**src/rtl/agu_issue_arbiter_pkg.sv**
```systemverilog
// Shared types for the AGU issue arbiter.
//   agu_issue_t : one issue-slot packet; .valid qualifies the rest of the fields.
//   arb_state_e : arbiter FSM state (IDLE = normal issue, PEND = slot1 parked in hold buffer).
package agu_issue_arbiter_pkg;

  typedef struct packed {
    logic        valid;
    logic        is_instr2;
    logic [3:0]  op;
    logic [31:0] pc;
    logic [31:0] operand_a;
    logic [31:0] operand_b;
  } agu_issue_t;

  typedef enum logic {
    IDLE = 1'b0,
    PEND = 1'b1
  } arb_state_e;

endpackage

```
**src/rtl/agu_issue_arbiter_if.sv**
```systemverilog
// Bundle between the 2-issue front end / LSU and the AGU issue arbiter.
//   i_slot0_pkg    : older issue-slot packet
//   i_slot1_pkg    : younger issue-slot packet
//   i_lsu_ready    : LSU can accept a request this cycle
//   i_flush        : squash everything held or in flight
//   o_agu_pkg      : registered packet to the AGU operand inputs
//   o_stall        : issue stage must hold both slots this cycle
//   o_conflict_cnt : saturating count of dual-issue conflicts
//   o_dbg_state    : current arbiter FSM state
// Handshake: a slot packet is consumed on a rising edge only when its .valid
// is set and o_stall is low in that cycle; while o_stall is high the issuer
// must keep both slot packets unchanged. o_agu_pkg is consumed by the LSU
// on any edge where i_lsu_ready is high; otherwise it holds.
interface agu_issue_arbiter_if #(
  parameter int CNT_W = 16
);
  import agu_issue_arbiter_pkg::*;

  agu_issue_t         i_slot0_pkg;
  agu_issue_t         i_slot1_pkg;
  logic               i_lsu_ready;
  logic               i_flush;
  agu_issue_t         o_agu_pkg;
  logic               o_stall;
  logic [CNT_W-1:0]   o_conflict_cnt;
  arb_state_e         o_dbg_state;

  // Arbiter side
  modport slave (
    input  i_slot0_pkg, i_slot1_pkg, i_lsu_ready, i_flush,
    output o_agu_pkg, o_stall, o_conflict_cnt, o_dbg_state
  );

  // Front end / LSU side
  modport master (
    output i_slot0_pkg, i_slot1_pkg, i_lsu_ready, i_flush,
    input  o_agu_pkg, o_stall, o_conflict_cnt, o_dbg_state
  );

endinterface

```
**src/rtl/agu_issue_arbiter.sv**
```systemverilog
// Shares the single AGU between the two issue slots of the 2-issue front end.
// At most one packet per cycle leaves through a registered output stage.
// On a dual memory issue the younger (slot1) packet is parked in a one-entry
// hold buffer and issue is stalled for one cycle, so packets leave in program
// order. LSU backpressure freezes everything; flush squashes everything.
// Ports:
//   i_clk   : clock, rising edge
//   i_rst_n : asynchronous active-low reset
//   bus     : agu_issue_arbiter_if.slave (slots, lsu ready, flush, outputs)
module agu_issue_arbiter
  import agu_issue_arbiter_pkg::*;
#(
  parameter int CNT_W = 16
) (
  input  logic                 i_clk,
  input  logic                 i_rst_n,
  agu_issue_arbiter_if.slave   bus
);

  arb_state_e       r_state;
  agu_issue_t       r_out;
  agu_issue_t       r_hold;
  logic [CNT_W-1:0] r_cnt;

  arb_state_e       w_state_nxt;
  agu_issue_t       w_out_nxt;
  agu_issue_t       w_hold_nxt;
  logic             w_cnt_inc;

  always_comb begin
    w_state_nxt = r_state;
    w_out_nxt   = r_out;
    w_hold_nxt  = r_hold;
    w_cnt_inc   = 1'b0;

    if (bus.i_flush) begin
      // Flush wins even under backpressure; only valid bits are cleared.
      w_out_nxt.valid  = 1'b0;
      w_hold_nxt.valid = 1'b0;
      w_state_nxt      = IDLE;
    end else if (bus.i_lsu_ready) begin
      case (r_state)
        IDLE: begin
          if (bus.i_slot0_pkg.valid && bus.i_slot1_pkg.valid) begin
            w_out_nxt   = bus.i_slot0_pkg;
            w_hold_nxt  = bus.i_slot1_pkg;
            w_state_nxt = PEND;
            w_cnt_inc   = 1'b1;
          end else if (bus.i_slot0_pkg.valid) begin
            w_out_nxt = bus.i_slot0_pkg;
          end else if (bus.i_slot1_pkg.valid) begin
            w_out_nxt = bus.i_slot1_pkg;
          end else begin
            w_out_nxt.valid = 1'b0;
          end
        end
        PEND: begin
          // Slot inputs are stalled here, so the parked packet cannot be overtaken.
          w_out_nxt        = r_hold;
          w_hold_nxt.valid = 1'b0;
          w_state_nxt      = IDLE;
        end
        default: w_state_nxt = IDLE;
      endcase
    end
  end

  always_ff @(posedge i_clk or negedge i_rst_n) begin
    if (!i_rst_n) begin
      r_state <= IDLE;
      r_out   <= '0;
      r_hold  <= '0;
    end else begin
      r_state <= w_state_nxt;
      r_out   <= w_out_nxt;
      r_hold  <= w_hold_nxt;
    end
  end

  // Saturating conflict counter: sticks at all-ones, never wraps.
  always_ff @(posedge i_clk or negedge i_rst_n) begin
    if (!i_rst_n) begin
      r_cnt <= '0;
    end else if (w_cnt_inc && (r_cnt != {CNT_W{1'b1}})) begin
      r_cnt <= r_cnt + CNT_W'(1);
    end
  end

  assign bus.o_agu_pkg      = r_out;
  assign bus.o_stall        = ~bus.i_lsu_ready | (r_state == PEND);
  assign bus.o_conflict_cnt = r_cnt;
  assign bus.o_dbg_state    = r_state;

endmodule

```
**src/flat_wrapper.sv**
```systemverilog
// flat-port wrapper written by rule: the top's interface ports become plain ports
module agu_issue_arbiter_flat import agu_issue_arbiter_pkg::*;
#(
  parameter int CNT_W = 16
)
  (i_clk, i_rst_n, bus_i_slot0_pkg, bus_i_slot1_pkg, bus_i_lsu_ready, bus_i_flush, bus_o_agu_pkg, bus_o_stall, bus_o_conflict_cnt, bus_o_dbg_state);
  agu_issue_arbiter_if #(.CNT_W(CNT_W)) bus_i ();
  input  logic i_clk;
  input  logic i_rst_n;
  input wire logic [$bits(bus_i.i_slot0_pkg)-1:0] bus_i_slot0_pkg;
  input wire logic [$bits(bus_i.i_slot1_pkg)-1:0] bus_i_slot1_pkg;
  input wire logic [$bits(bus_i.i_lsu_ready)-1:0] bus_i_lsu_ready;
  input wire logic [$bits(bus_i.i_flush)-1:0] bus_i_flush;
  output wire logic [$bits(bus_i.o_agu_pkg)-1:0] bus_o_agu_pkg;
  output wire logic [$bits(bus_i.o_stall)-1:0] bus_o_stall;
  output wire logic [$bits(bus_i.o_conflict_cnt)-1:0] bus_o_conflict_cnt;
  output wire logic [$bits(bus_i.o_dbg_state)-1:0] bus_o_dbg_state;
  assign bus_i.i_slot0_pkg = bus_i_slot0_pkg;
  assign bus_i.i_slot1_pkg = bus_i_slot1_pkg;
  assign bus_i.i_lsu_ready = bus_i_lsu_ready;
  assign bus_i.i_flush = bus_i_flush;
  assign bus_o_agu_pkg = bus_i.o_agu_pkg;
  assign bus_o_stall = bus_i.o_stall;
  assign bus_o_conflict_cnt = bus_i.o_conflict_cnt;
  assign bus_o_dbg_state = bus_i.o_dbg_state;
  agu_issue_arbiter #(.CNT_W(CNT_W)) u_core (.i_clk(i_clk), .i_rst_n(i_rst_n), .bus(bus_i));
endmodule
```
**config.mk**
```make
export PLATFORM = sky130hd
export DESIGN_NAME = agu_issue_arbiter_flat
export DESIGN_NICKNAME = d
export VERILOG_FILES = /design/src/rtl/agu_issue_arbiter_pkg.sv /design/src/rtl/agu_issue_arbiter_if.sv /design/src/rtl/agu_issue_arbiter.sv /design/src/flat_wrapper.sv
export SDC_FILE = /design/constraint.sdc
export NUM_CORES = 1
export LEC_CHECK = 0
export BUFFER_PORTS_ARGS = -buffer_cell sky130_fd_sc_hd__buf_2
export CAP_MARGIN = 20
export CORE_MARGIN = 4
export CORE_UTILIZATION = 53
export CTS_BUF_LIST = sky130_fd_sc_hd__clkbuf_8
export DETAILED_ROUTE_END_ITERATION = 8
export PLACE_DENSITY = 0.92
export SLEW_MARGIN = 0
export SYNTH_ARGS = -nofsm -noshare
export SYNTH_HDL_FRONTEND = slang
export SYNTH_SLANG_ARGS = --single-unit
```
**constraint.sdc**
```tcl
create_clock -name i_clk -period 2.15 [get_ports i_clk]
set_input_delay 0.645 -clock i_clk [delete_from_list [all_inputs] [get_ports i_clk]]
set_output_delay 0.645 -clock i_clk [all_outputs]
set_load 0.02 [all_outputs]
```
## Word level (Yosys, flattened, before mapping)

Index checks and enable logic that the tools add are counted.

- Bits in registers: 221
- Word-level logic and storage cells: 47
- Output and inout bits: 120

- Bitwise gates (word level): 4
- $add $sub $neg: 1
- Multiplexer cells: 19
- Reductions and logical operators: 6
- Eq/ne operators: 3

Operator list:

| operator | number |
|---|---|
| two-way mux 102 bit | 5 |
| case mux 102 bit (2 select lines) | 1 |
| two-way mux 101 bit | 2 |
| adder 16 x 1 -> 16 bit (second input constant) | 1 |
| != test 16 bit (second input constant) | 1 |
| two-way mux 1 bit | 9 |
| != test 4 x 3 -> 1 bit (second input constant) | 1 |
| case mux 1 bit (2 select lines) | 2 |
| AND reduction 4 bit | 1 |
| != test 3 x 2 -> 1 bit (second input constant) | 1 |
| NOT 1 bit | 3 |
| AND reduction 3 bit | 1 |
| logical AND 1 bit | 2 |
| AND reduction 2 bit | 1 |
| nonzero test 2 bit | 1 |
| OR 1 bit | 1 |

## Depth between registers and ports, before layout

- Word-level depth: 6
- Depth in mapped cells: 8

## Worst setup path before layout

Ideal clock, no wire load.

- Kind: register to output
- Start point: register u_core.r_state, in the netlist u_core.bus.o_dbg_state
- End point: output port bus_o_stall
- Path slack: 0.037 ns
- Cell stages (with the launch flop): 5
- Path buffers: 3
- Data arrival time: 1.468 ns
- Cell sequence: dfrtp_1 buf_2 clkbuf_1 clkbuf_1 nand2b_1

- Word-level cells in the longest chain between the ends: 1

RTL lines:

| item | RTL line | source |
|---|---|---|
| start: declaration | agu_issue_arbiter.sv:20 | `arb_state_e r_state;` |
| start signal: assignment | agu_issue_arbiter.sv:74 | `r_state <= w_state_nxt;` |
| OR 1 bit | agu_issue_arbiter.sv:90 | `assign bus.o_stall = ~bus.i_lsu_ready \| (r_state == PEND);` |
| end: declaration | flat_wrapper.sv:15 | `output wire logic [$bits(bus_i.o_stall)-1:0] bus_o_stall;` |

Every way passes these cells.

## Final worst setup path

Ends and elaborated chain as after synthesis.

==> results.py <==
metrics = {
    "final_layout": {
        "area_growth_syn_to_layout_pct": 25.57,
        "final_design_area_no_fill_um2": 13010,
        "fin_util_pct": 68.65,
        "design.final.nets": 1696,
        "final_cell_count_no_fill": 1771,
        "final_layout_size_suffix_gt1_share_pct": 27.62,
    },
    "global_routing": {
        "global_route_wire_length_before_repair_um": 48070,
        "via_count_of_the_first_global_routing_pass": 9707,
        "grt_start_max_net_pins": 105,
        "antenna_found_initial": 1,
        "gr-total-overflow": 0,
        "groute.usage.overall_pct": 26.83,
    },
    "routing": {
        "drt_pre_antenna_iters": 7,
        "num_vias": 9586,
        "finalWirelength_um": 30150,
        "post_drt_wl_per_cell_um": 17.02,
        "avgViaCountPerCell": 5.413,
        "wl_met3_um": 2400,
        "post-route-drc-count": 0,
        "met1Wirelength_um": 11490,
        "wl_met2_um": 15050,
        "highest-signal-layer": "met4",
        "ant_nets": 0,
        "initialDrtViolationCount": 613,
    },
    "synth": {
        "synth_enable_flop_cells": 0,
        "synth_ff_type": "dfrtp_1",
        "netlist_area_um2": 10360,
        "post_synth.cell_area_avg_um2": 8.835,
        "synthArstFlopShare_pct": 100.0,
        "synthTopCellsByArea": "dfrtp_1 (53%), nand2_1 (15%), mux2i_1 (9.8%), a21oi_1 (4.9%), o21ai_0 (4.3%)",
        "synth_seq_area_share_pct": 53.36,
        "yosys_register_bits": 221,
        "yosys.cell_count.top_type": "nand2_1",
        "synthesis.yosys.warnings": 0,
        "syn_inst": 1173,
        "synthDominantCellAreaShare_pct": 53.36,
        "synth_commonest_cells": "nand2_1 (409), dfrtp_1 (221), nor2_1 (104)",
        "synth_nets": 1382,
        "count_of_distinct_cell_types_in_the_synthesized_netlist": 35,
        "yosysTopAreaCell": "dfrtp_1",
    },
    "sta": {
        "setup-violations-final": 0,
        "final_hold_violating_endpoints": 0,
        "max-slew-margin-rel_pct": 45.23,
        "period_needed_ps": 2075,
        "final_critical_path_setup_slack_ps": 75.38,
        "achievable-frequency_ghz": 0.4820,
        "skew_ps": 14.42,
        "final.period_utilization_pct": 96.49,
        "tightestPinTransition_ps": 821.6,
        "setup-tns-final_ps": 0,
        "unrepaired_setup_endpoints_after_global_routing": "no",
        "worst_hold_slack_ps": 65.39,
        "report.final.slew_viol_count": 0,
    },
    "worst_setup_path": {
        "crit_path_cell_trace": "nand2b_1 > buf_2",
        "critical_path_arrival_ps": 1430,
        "critPathKind": "flop to primary output",
        "setup.worst_path.start_class": "flop",
        "crit_slowest_cell": "dfrtp_4",
        "type_of_destination_of_the_critical_path": "primary output",
        "crit_path_max_incr_delay_ps": 570,
        "timing.critical_path.fanout_max": 16,
        "cp.required_ps": 1500,
    },
    "pwr": {
        "power_leakage_nw": 7.183,
        "ir_drop_uv": 628.9,
        "totalPowerFinal_mw": 11.40,
        "pwr_density_cell_nw_per_um2": 876.4,
    },
    "placement": {
        "place_hpwl_um": 21160,
        "globalplace.congestion": 0.8494,
        "place_inst": 1707,
        "portBuffers": 327,
        "place_area_um2": 12280,
        "preCtsSetupSlack_ps": 42.10,
    },
    "cts": {
        "clock_buffers_created_by_tritoncts": 37,
        "clock-root-buffer": "clkbuf_8",
        "post_cts_resized": 0,
        "clk_pin_slew_worst_paths_ps": 60,
        "postCtsSetupBuffers": 1,
        "cts_hold_buf": 0,
        "cts.sinks": 221,
        "ctsLongestPathBuffers": 3,
        "worstSkewPairLatency_ps": 510,
        "clock_tree.htree_level_count": 2,
        "cts_tree": "built",
    },
    "floorplan": {
        "initial_utilization_pct": 54.67,
        "core_um2": 18960,
        "die-area_um2": 21860,
        "die_x_um": 147.8,
        "io-pin-count": 328,
        "floorplan.rows": 50,
        "floorplan.die.height_um": 147.8,
    },
    "worst_hold_path": {
        "min-delay-path-class": "input pin to asynchronous set/reset pin",
    },
    "outcome": {
        "outcome": "finished clean",
    },
    "flow_run": {
        "drv.max_cap_violation_count": 0,
    },
}
kinds of logic (layout without fill, tap and decap cells):
| logic type | Yosys count | after routing | share of synthesized area (%) |
|---|---|---|---|
| other cells | 0 | 1 | 0 |
| fa+ha+maj | 1 | 1 | 0.1207 |
| compound gates | 206 | 206 | 10.19 |
| flops | 221 | 221 | 53.36 |
| xor+xnor | 15 | 15 | 1.268 |
| buf+inv | 82 | 419 | 4.008 |
| simple gates | 546 | 546 | 21.19 |
| mux | 102 | 102 | 9.864 |
cell type report:
type,count,area [um^2]
Fill cell,1401,5942
Sequential cell,221,5534
Multi-Input combinational cell,870,4425
Timing Repair Buffer,356,1996
Clock buffer,49,674.4
Tap cell,260,325.3
Clock inverter,13,52.55
Inverter,1,3.754
Antenna cell,1,2.502
registers in the layout, summed over array words and instances (netlist names):
signal / cells
u_core.bus.o_agu_pkg: 102
u_core.r_hold: 102
u_core.bus.o_conflict_cnt: 16
u_core.bus.o_dbg_state: 1
worst max-delay path, delay by kind of cell, from the launching register on:
family | cells | cell delay (ps)
flip-flops | 1 | 570
AND/OR/NAND/NOR | 1 | 190
buffers and inverters | 1 | 160
cells in the final DEF (no fill, tap or decap), types with 2 or more instances in the layout:
master    count
a21oi_1     101
mux2i_1     101
clkbuf_8     49
nand4_1       5
nand2_1     409
o21ai_1      13
inv_1        11
buf_12       10
xor2_1        5
dfrtp_1     220
nor2_1      103
nand3b_1      2
and4b_1       2
nor3_2        2
and4_1        3
nand3_1       5
and3_1        4
nand4b_1      2
buf_4        19
clkinv_2      3
o21ai_0      89
xnor2_1      10
buf_2       325
nand2b_1      2
metal layers:
metal / vias to the layer above / global-route usage [%]
met1: 4527 / 33.29
met3: 100 / 5.855
met5: - / 0
met4: 0 / 12.06
li1: 4490 / -
met2: 469 / 45.31
path summary, 6_finish.rpt:
kind / start / endpoint / slack [ps] / cells past startpoint
hold reg to reg: u_core.bus.o_agu_pkg[0] / u_core.bus.o_agu_pkg[0] / 470 / 2
hold / removal: i_rst_n / u_core.bus.o_agu_pkg[13] / 70 / 1
min in group i_clk: bus_i_slot1_pkg[59] / u_core.r_hold[59] / 340 / 3
setup reg to reg: u_core.bus.o_dbg_state / u_core.r_hold[96] / 200 / 5
setup / recovery: u_core.bus.o_dbg_state / bus_o_stall / 80 / 2
max in group asynchronous: i_rst_n / u_core.r_hold[56] / 1420 / 2
power by group:
group / switching, mW / internal [mW]
combinational: 1.51 / 0.889
clock: 1.61 / 2.02
sequential: 0.486 / 4.89
total: 3.61 / 7.80
Note: power is estimated with default switching activity, not from simulation.
